==> src/rtl/pwm_timer_bank.sv <==
// Multi-channel edge-aligned PWM bank; `PWM_SHADOW_EN` selects double-buffered duty/period updates.
// Latency: PWMOutputs and PeriodWrap are registered, one CLK after the counter state they reflect.
// Backpressure: none; write strobes are always accepted.
module pwm_timer_bank #(
    parameter int CHANNELS  = 4,
    parameter int WIDTH     = 8,
    parameter int PRE_WIDTH = 8
) (
    input  logic                      CLK,
    input  logic                      _RST,
    input  logic                      Enable,
    input  logic [PRE_WIDTH-1:0]      Prescale,
    input  logic [WIDTH-1:0]          PeriodIn,
    input  logic                      PeriodWrite,
    input  logic [CHANNELS*WIDTH-1:0] DutyIn,
    input  logic [CHANNELS-1:0]       DutyWrite,
    output logic [CHANNELS-1:0]       PWMOutputs,
    output logic                      PeriodWrap
);

    logic [PRE_WIDTH-1:0] pre_q, pre_d;
    logic [WIDTH-1:0]     cnt_q, cnt_d;
    logic [WIDTH-1:0]     act_period_q, act_period_d;
    logic [WIDTH-1:0]     act_duty_q [CHANNELS];
    logic [WIDTH-1:0]     act_duty_d [CHANNELS];
    logic [CHANNELS-1:0]  pwm_q, pwm_d;
    logic                 wrap_q, wrap_d;
    logic                 tick;
    logic                 wrap_evt;

`ifdef PWM_SHADOW_EN
    logic [WIDTH-1:0]     shadow_period_q, shadow_period_d;
    logic [WIDTH-1:0]     shadow_duty_q [CHANNELS];
    logic [WIDTH-1:0]     shadow_duty_d [CHANNELS];
`endif

    assign tick     = Enable && (pre_q == Prescale);
    // >= rather than == so a period shrunk below the running count still wraps.
    assign wrap_evt = tick && (cnt_q >= act_period_q);

    always_comb begin
        pre_d  = pre_q;
        cnt_d  = cnt_q;
        wrap_d = 1'b0;
        pwm_d  = '0;
        if (!Enable) begin
            pre_d = '0;
            cnt_d = '0;
        end else if (tick) begin
            pre_d  = '0;
            cnt_d  = wrap_evt ? '0 : cnt_q + 1'b1;
            wrap_d = wrap_evt;
        end else begin
            pre_d = pre_q + 1'b1;
        end
        for (int i = 0; i < CHANNELS; i++) begin
            pwm_d[i] = Enable && (cnt_q < act_duty_q[i]);
        end
    end

`ifdef PWM_SHADOW_EN
    // Active set reloads from the old shadow value, so a write on a wrap edge waits a period.
    always_comb begin
        shadow_period_d = PeriodWrite ? PeriodIn : shadow_period_q;
        act_period_d    = (!Enable || wrap_evt) ? shadow_period_q : act_period_q;
        for (int i = 0; i < CHANNELS; i++) begin
            shadow_duty_d[i] = DutyWrite[i] ? DutyIn[i*WIDTH +: WIDTH] : shadow_duty_q[i];
            act_duty_d[i]    = (!Enable || wrap_evt) ? shadow_duty_q[i] : act_duty_q[i];
        end
    end

    always_ff @(posedge CLK or negedge _RST) begin
        if (!_RST) begin
            shadow_period_q <= '0;
            for (int i = 0; i < CHANNELS; i++) begin
                shadow_duty_q[i] <= '0;
            end
        end else begin
            shadow_period_q <= shadow_period_d;
            shadow_duty_q   <= shadow_duty_d;
        end
    end
`else
    always_comb begin
        act_period_d = PeriodWrite ? PeriodIn : act_period_q;
        for (int i = 0; i < CHANNELS; i++) begin
            act_duty_d[i] = DutyWrite[i] ? DutyIn[i*WIDTH +: WIDTH] : act_duty_q[i];
        end
    end
`endif

    always_ff @(posedge CLK or negedge _RST) begin
        if (!_RST) begin
            pre_q        <= '0;
            cnt_q        <= '0;
            act_period_q <= '0;
            pwm_q        <= '0;
            wrap_q       <= 1'b0;
            for (int i = 0; i < CHANNELS; i++) begin
                act_duty_q[i] <= '0;
            end
        end else begin
            pre_q        <= pre_d;
            cnt_q        <= cnt_d;
            act_period_q <= act_period_d;
            act_duty_q   <= act_duty_d;
            pwm_q        <= pwm_d;
            wrap_q       <= wrap_d;
        end
    end

    assign PWMOutputs = pwm_q;
    assign PeriodWrap = wrap_q;

endmodule

==> config.mk <==
export PLATFORM = sky130hd
export DESIGN_NAME = pwm_timer_bank
export DESIGN_NICKNAME = d
export VERILOG_FILES = /design/src/rtl/pwm_timer_bank.sv
export SDC_FILE = /design/constraint.sdc
export NUM_CORES = 1
export LEC_CHECK = 0
export BUFFER_PORTS_ARGS = -buffer_cell sky130_fd_sc_hd__buf_4
export CAP_MARGIN = 10
export CORE_ASPECT_RATIO = 0.7
export CORE_MARGIN = 3
export CORE_UTILIZATION = 40
export CTS_BUF_LIST = sky130_fd_sc_hd__clkbuf_2
export DETAILED_ROUTE_END_ITERATION = 12
export GPL_TIMING_DRIVEN = 0
export PLACE_DENSITY = 0.58
export SLEW_MARGIN = 40
export SYNTH_ARGS = -nofsm -noshare
export SYNTH_HDL_FRONTEND = slang
export SYNTH_SLANG_ARGS = --single-unit
export TNS_END_PERCENT = 100
==> constraint.sdc <==
create_clock -name CLK -period 3.78 [get_ports CLK]
set_input_delay 0.378 -clock CLK [delete_from_list [all_inputs] [get_ports CLK]]
set_output_delay 0.378 -clock CLK [all_outputs]
set_load 0.005 [all_outputs]
**Word-level counts from Yosys, hierarchy flattened**

Cells that the tools add are included.

- Flip-flop bits (word level): 61
- Output and inout port bits: 5
- Logic and storage cells: 31

- Add/sub/neg operators: 2
- $lt $le $gt $ge: 5
- Equality and inequality tests: 2
- Mux-type cells: 7
- Reduce and logical (&&, ||, !) cells: 6

Operator list:

| operator | count |
|---|---|
| $mux W8 | 5 |
| $lt A8 B8 Y1 | 4 |
| $add A8 B1 Y8 const B | 2 |
| $eq A8 B8 Y1 | 1 |
| $ge A8 B8 Y1 | 1 |
| $logic_and A1 B1 Y1 | 6 |
| $mux W1 | 2 |
| $ne A2 B1 Y1 const B | 1 |

**Logic depth before layout (Yosys ltp)**

Gate-level depths: netlist of run 1.

- Depth in word-level cells: 6
- Depth in mapped cells: 7
- Depth with buffers taken out: 7

**Worst setup path after synthesis of run 1**

OpenSTA, ideal clock, no wires.

- Path kind: flip-flop to flip-flop
- Start: register cnt_q[2]
- End: register cnt_q[3]
- Library setup time: 96 ps
- Data arrival time: 1724 ps
- Setup slack: 1960 ps
- Stages on the path, launching flop included: 7
- Cells stage by stage: dfrtp_1 > ha_1 > a21o_1 > a31oi_1 > o21a_1 > nand4_4 > o31ai_1

- Word-level cells in the longest chain between the ends: 5
- Elaborated cells between the ends (all ways): 6

RTL lines:

| element | RTL line | RTL |
|---|---|---|
| start: declaration | 22 | `logic [WIDTH-1:0] cnt_q, cnt_d;` |
| start signal: assignment | 104 | `cnt_q <= cnt_d;` |
| $ge A8 B8 Y1 | 39 | `assign wrap_evt = tick && (cnt_q >= act_period_q);` |
| $logic_and A1 B1 Y1 | 39 |  |
| $mux W8 (*) | 51 | `cnt_d = wrap_evt ? '0 : cnt_q + 1'b1;` |
| $mux W8 (*) | 49 | `end else if (tick) begin` |
| $mux W8 (*) | 46 | `if (!Enable) begin` |

Every way passes the cells marked *; elsewhere a longest branch is shown, timed or not. The select of a mux whose other input is x is not followed.
A chain may end at the register's enable or synchronous reset.

**Worst setup path in the final report of run 1**

Same ends and word-level chain as after synthesis.

==> impl_metrics.csv, run 1 <==
group,metric,value,unit
status,status,"finished, final reports clean",
drt,drt_iter0_markers,182,
die,die_x,115.6,um
synthesis,netlist_top_cells_area,"dfrtp_1 (45%), ha_1 (14%), o21ai_0 (6.0%)",
clock_network,cts_made_buffers,9,
die,io_pins,61,
place,place_hpwl,5201,um
clock_network,clock_latency,0.48,ns
global_route,grt_max_degree,62,
sta,timing.fmax,0.4613,GHz
global_route,grt_usage,0.1674,
global_route,grt_pass1_vias,2416,
clock_network,cts_tree,"done",
global_route,grt-ovfl-total,0,
synthesis,synth_seq_area_share,0.4540,
setup_path,setup.worst_path.start_class,"register",
sta,fin_crit_sh,0.5735,
setup_path,required,4.17,ns
die,start_util,0.4199,
clock_network,cts_resized,0,
power,irDropWorstVdd,0.2131,mV
synthesis,yosysWarnings,0,
setup_path,cp.arrival,2.56,ns
global_route,antenna_found_initial,0,
place,portBuffers,60,
sta,skew,0.01348,ns
clock_network,clk_pin_slew,0.16,ns
synthesis,yosysTopAreaCell,"dfrtp_1",
drt,drc,0,
power,power.density,303.1,nW/um2
clock_network,clock-sinks,61,
drt,ant_nets,0,
synthesis,yosysUniqueCellTypes,38,
sta,hold_viol,0,
synthesis,yosys.area.top_type_share,0.4540,
die,rows,27,
clock_network,post_cts_buffers,0,
clock_network,ctsHoldBuffers,1,
setup_path,cp-end-kind,"register",
global_route,grt_first_pass_wirelength,12030,um
cells_and_area,area_growth_syn_to_layout,19.87,%
die,core,8006,um2
job,maxCapViolations,0,
synthesis,netlist_area,3362,um2
power,p_leak,2.081,nW
setup_path,crit_type,"register to register",
sta,maxSlewViolCount,0,
clock_network,clock-root-buffer,"clkbuf_2",
power,total_power,1.222,mW
cells_and_area,diodes,0,
drt,routedWlPerCell,14.13,um
drt,finalWirelength,7290,um
synthesis,syn_nets,432,
sta,period_needed,2.168,ns
die,die_y,82.71,um
cells_and_area,layout.nets,504,
min_path,hold_path.class,"primary input to register",
synthesis,syn-instance-count,338,
drt,via_count,2572,
clock_network,clockBufferDepth,2,
clock_network,htree_levels,3,
place,place_congestion,0.7900,
sta,rsz0062_at_grt,"false",
sta,tightest_slew,0.5718,ns
drt,viasPerCell,4.984,
cells_and_area,drive_gt1_frac,0.2120,
synthesis,avgSynthCellArea,9.947,um2
sta,setup_viol,0,
setup_path,cp_max_fo,10,
sta,fin_setup_tns,0,ns
synthesis,ys_seq_elements,61,
die,die_area,9559,um2
sta,timing.slew.headroom,0.6188,
drt,dr.pass1.iters,4,
-- cells in the final DEF, fill, tap and decap left out, drive strengths merged, types with 3 or more instances in the layout --
cell type and count:
nand4 5, clkinv 3, inv 40, buf 61, nor2 7, o21ai 41, a32oi 5, ha 38
xor2 13, nand2 43, nand2b 6, a21oi 9, o31ai 5, nand3 10, mux2 5, clkbuf 19
and4 4, nor2b 4, and3 5, o2111a 4, a21o 10, dfrtp 61, and2 3
-- path summary, 6_finish.rpt --
path,startpoint,end,slack (ns),depth (start not counted)
min reg2reg,act_duty_q[24],act_duty_q[24],0.53,1
min in group asynchronous,_RST,act_period_q[6],0.39,2
max in group asynchronous,_RST,cnt_q[2],2.95,2
max,cnt_q[2],cnt_q[3],1.61,6
max reg2reg,cnt_q[2],cnt_q[3],1.61,6
min,DutyIn[31],act_duty_q[7],0.09,3
-- worst max-delay path, cell delays in order (launching register included) --
cell     delay (ns)
dfrtp_1        0.65
ha_1           0.33
a21o_1         0.18
a31oi_1        0.13
o21a_1         0.35
nand4_4        0.19
o31ai_1        0.26
-- logic make-up (layout without fill, tap and decap cells) --
| kind of cell | count (synthesis) | after routing | synth area share |
|---|---|---|---|
| simple gates | 93 | 93 | 0.1481 |
| compound gates | 80 | 80 | 0.1504 |
| flops | 61 | 61 | 0.4540 |
| buf+inv | 47 | 124 | 0.05284 |
| fa+ha+maj | 38 | 38 | 0.1414 |
| xor+xnor | 14 | 14 | 0.03647 |
| mux | 5 | 5 | 0.01675 |
-- cells in the mapped netlist --
cell type / number
a32oi_1: 5
o21ai_1: 1
o21a_1: 1
nand2_1: 43
nor4_2: 1
a21o_1: 10
a21oi_1: 8
o31ai_1: 5
or3_1: 1
o21ai_0: 40
and3_1: 4
a31oi_1: 1
clkbuf_1: 6
nand4_4: 1
o2111a_1: 4
a21boi_0: 1
nor2_1: 7
nor4_4: 1
dfrtp_1: 61
nand2b_1: 6
and2_1: 2
nand4_1: 4
buf_2: 1
a21oi_4: 1
ha_1: 38
nand3_1: 10
inv_1: 40
xor2_1: 13
and3_2: 1
and4_1: 4
and2_4: 1
xnor2_1: 1
nor2b_1: 4
mux2_2: 5
a41oi_1: 1
o22ai_1: 2
or2_2: 2
and4b_1: 1
-- report_power, final --
| group | switching [mW] | leakage, nW | total, mW | internal, mW |
|---|---|---|---|---|
| combinational | 0.0985 | 1.25 | 0.192 | 0.0937 |
| clock | 0.224 | 0.0610 | 0.317 | 0.0930 |
| sequential | 0.0166 | 0.765 | 0.712 | 0.696 |
-- routing by layer --
layer,routed length [um],share of wire,vias to the layer above,global-route usage
met1,3838,0.53,1190,0.2418
met4,28,0.0038,0,0.03869
li1,-,-,1314,-
met3,379,0.052,2,0.06118
met2,3044,0.42,66,0.2379
met5,0,0,-,0
-- sequential cells by signal (all words and copies together), names as in the netlist --
register / flops
act_duty_q: 32
PeriodWrap: 1
pre_q: 8
act_period_q: 8
PWMOutputs: 4
cnt_q: 8
-- final cells by class --
type	count	area [um2]
Multi-Input combinational cell	230	1658
Buffer	7	27.53
Fill cell	777	3976
Clock inverter	3	12.51
Sequential cell	61	1526
Inverter	40	150.1
Tap cell	101	126.4
Timing Repair Buffer	61	464.2
Clock buffer	13	65.06
-- metrics by stage --
stage	utilization	instance area, um2	hold slack (ns)	cells	worst slack (ns)
after floorplan	-	3362	0.08241	338	1.960
after global placement	0.4920	3939	0.4949	499	1.611
after detailed placement	0.4920	3939	0.4894	499	1.635
after CTS	0.5029	4026	0.01805	516	1.593
after global routing	0.5034	4030	0.01036	516	1.417
final	0.5034	4030	0.09349	516	1.612
(Power assumes the default switching activity.)
==> run 2, diff against run 1 <==
Settings changed: PLACE_DENSITY 0.58 to 0.6.
Clock period 3.78 ns to 1.8 ns, I/O delays scaled along.
==> impl_metrics.csv, run 2 (same netlist as run 1, synthesis figures left out) <==
group,metric,value,unit
global_route,antenna_found_initial,0,
drt,viasPerCell,4.998,
global_route,grt_usage,0.1876,
setup_path,cp-end-kind,"register",
setup_path,cp_max_fo,6,
die,die_x,115.6,um
cells_and_area,final_common_cell,"buf_4",
die,die_area,9559,um2
global_route,grt_max_degree,62,
status,status,"finished, violations left",
sta,hold_viol,0,
drt,drt_iter0_markers,141,
sta,timing.fmax,0.5474,GHz
power,total_power,3.008,mW
sta,timing.slew.headroom,0.6261,
drt,ant_nets,0,
cells_and_area,stdcell_count,601,
sta,hold_ws,0.1048,ns
global_route,grt_first_pass_wirelength,13740,um
cells_and_area,regMostFlops,"act_duty_q",
global_route,grt_pass1_vias,2964,
clock_network,clockBufferDepth,2,
die,rows,27,
die,start_util,0.4199,
clock_network,clock-sinks,61,
cells_and_area,nFillCells,664,
cells_and_area,fin_area,5084,um2
drt,via_count,3004,
drt,drc,0,
sta,fin_ws,-0.02669,ns
clock_network,clock-root-buffer,"clkbuf_2",
sta,fin_crit_sh,1.015,
place,placed_cell_area,3940,um2
cells_and_area,drive_gt1_frac,0.2820,
cells_and_area,post-route-util,0.6349,
cells_and_area,final_cell_mix,"buf_4 (78), dlygate4sd3_1 (66), dfrtp_1 (52)",
setup_path,required,2.18,ns
clock_network,htree_levels,3,
clock_network,clock_latency,0.50,ns
place,place_hpwl,5391,um
sta,maxSlewViolCount,0,
status,violations,"setup timing",
clock_network,cts_made_buffers,9,
sta,setup_viol,1,
cells_and_area,largest_register_ff_count,32,
min_path,hold_path.class,"primary input to register",
sta,rsz0062_at_grt,"true",
sta,skew,0.02094,ns
power,power.density,591.8,nW/um2
power,irDropWorstVdd,0.3213,mV
cells_and_area,area_growth_syn_to_layout,51.21,%
die,core,8006,um2
clock_network,cts_tree,"done",
place,dp.cells,499,
place,portBuffers,60,
drt,dr.pass1.iters,4,
setup_path,setup.worst_path.start_class,"register",
global_route,grt-ovfl-total,0,
die,io_pins,61,
cells_and_area,layout.nets,589,
sta,period_needed,1.827,ns
place,place_congestion,0.7913,
sta,tightest_slew,0.5609,ns
drt,routedWlPerCell,14.54,um
clock_network,clk_pin_slew,0.15,ns
power,p_leak,2.451,nW
drt,finalWirelength,8737,um
setup_path,crit_type,"register to register",
cells_and_area,diodes,0,
setup_path,cp.arrival,2.21,ns
job,maxCapViolations,0,
die,die_y,82.71,um
run 2: cell types whose count changed in the layout (fill, tap and decap cells not counted), moves of 4 or more:
cell,change
dfrtp_2,+9
ha_4,+4
buf_4,+19
o31ai_1,-4
ha_1,-5
dlygate4sd3_1,+65
dfrtp_1,-9
run 2: final timing paths:
check                                   to  slack (ns)  cells past startpoint           from
min in group asynchronous  act_period_q[6]        0.20                      2           _RST
max reg2reg                       cnt_q[4]       -0.03                      7       cnt_q[7]
max in group asynchronous         cnt_q[1]        1.17                      2           _RST
min reg2reg                  act_duty_q[2]        0.56                      2  act_duty_q[2]
max                               cnt_q[4]       -0.03                      7       cnt_q[7]
min                               cnt_q[5]        0.10                      4         Enable
run 2: routing by layer:
metal	track usage	vias to the layer above	part of all wire
met4	0.04689	0	0.0057
li1	-	1485	-
met1	0.2490	1441	0.48
met2	0.3037	73	0.47
met5	0	-	0
met3	0.05462	5	0.050
run 2: layout make-up:
class / count / area (um2) / share of cell area
Buffer: 7 / 27.53 / 0.005415
Clock buffer: 10 / 50.05 / 0.009845
Clock inverter: 6 / 77.57 / 0.01526
Inverter: 40 / 150.1 / 0.02953
Multi-Input combinational cell: 230 / 1846 / 0.3630
Sequential cell: 61 / 1538 / 0.3025
Tap cell: 101 / 126.4 / 0.02486
Timing Repair Buffer: 146 / 1269 / 0.2496
run 2: worst max-delay path, stage by stage (launching register included):
cell and delay (ns):
dfrtp_2 0.46, ha_4 0.29, and3_4 0.20, nand3_2 0.07, o21a_4 0.24, buf_6 0.14, a32oi_2 0.22, o31ai_4 0.10
run 2: per-stage QoR:
stage	setup WS, ns	TNS, ns
after CTS	-0.03377	-0.08269
final	-0.02669	-0.02669
after global placement	-0.2568	-1.587
after global routing	-0.06390	-0.3838
after detailed placement	-0.2777	-1.906
after floorplan	0.05332	0
run 2: repair_timing:
item / in CTS / in global routing
hold buffers: 66 / 0
buffers inserted: 8 / 12
pin swaps: 1 / 19
setup endpoints to repair: 9 / 14
gates resized for setup: 10 / 30
endpoints found under the hold margin: 101 / 0
run 2: power by group:
part	internal (mW)	leakage (nW)	switching [mW]
sequential	1.46	0.751	0.0354
clock	0.453	0.0808	0.489
combinational	0.317	1.62	0.253
total	2.23	2.45	0.777
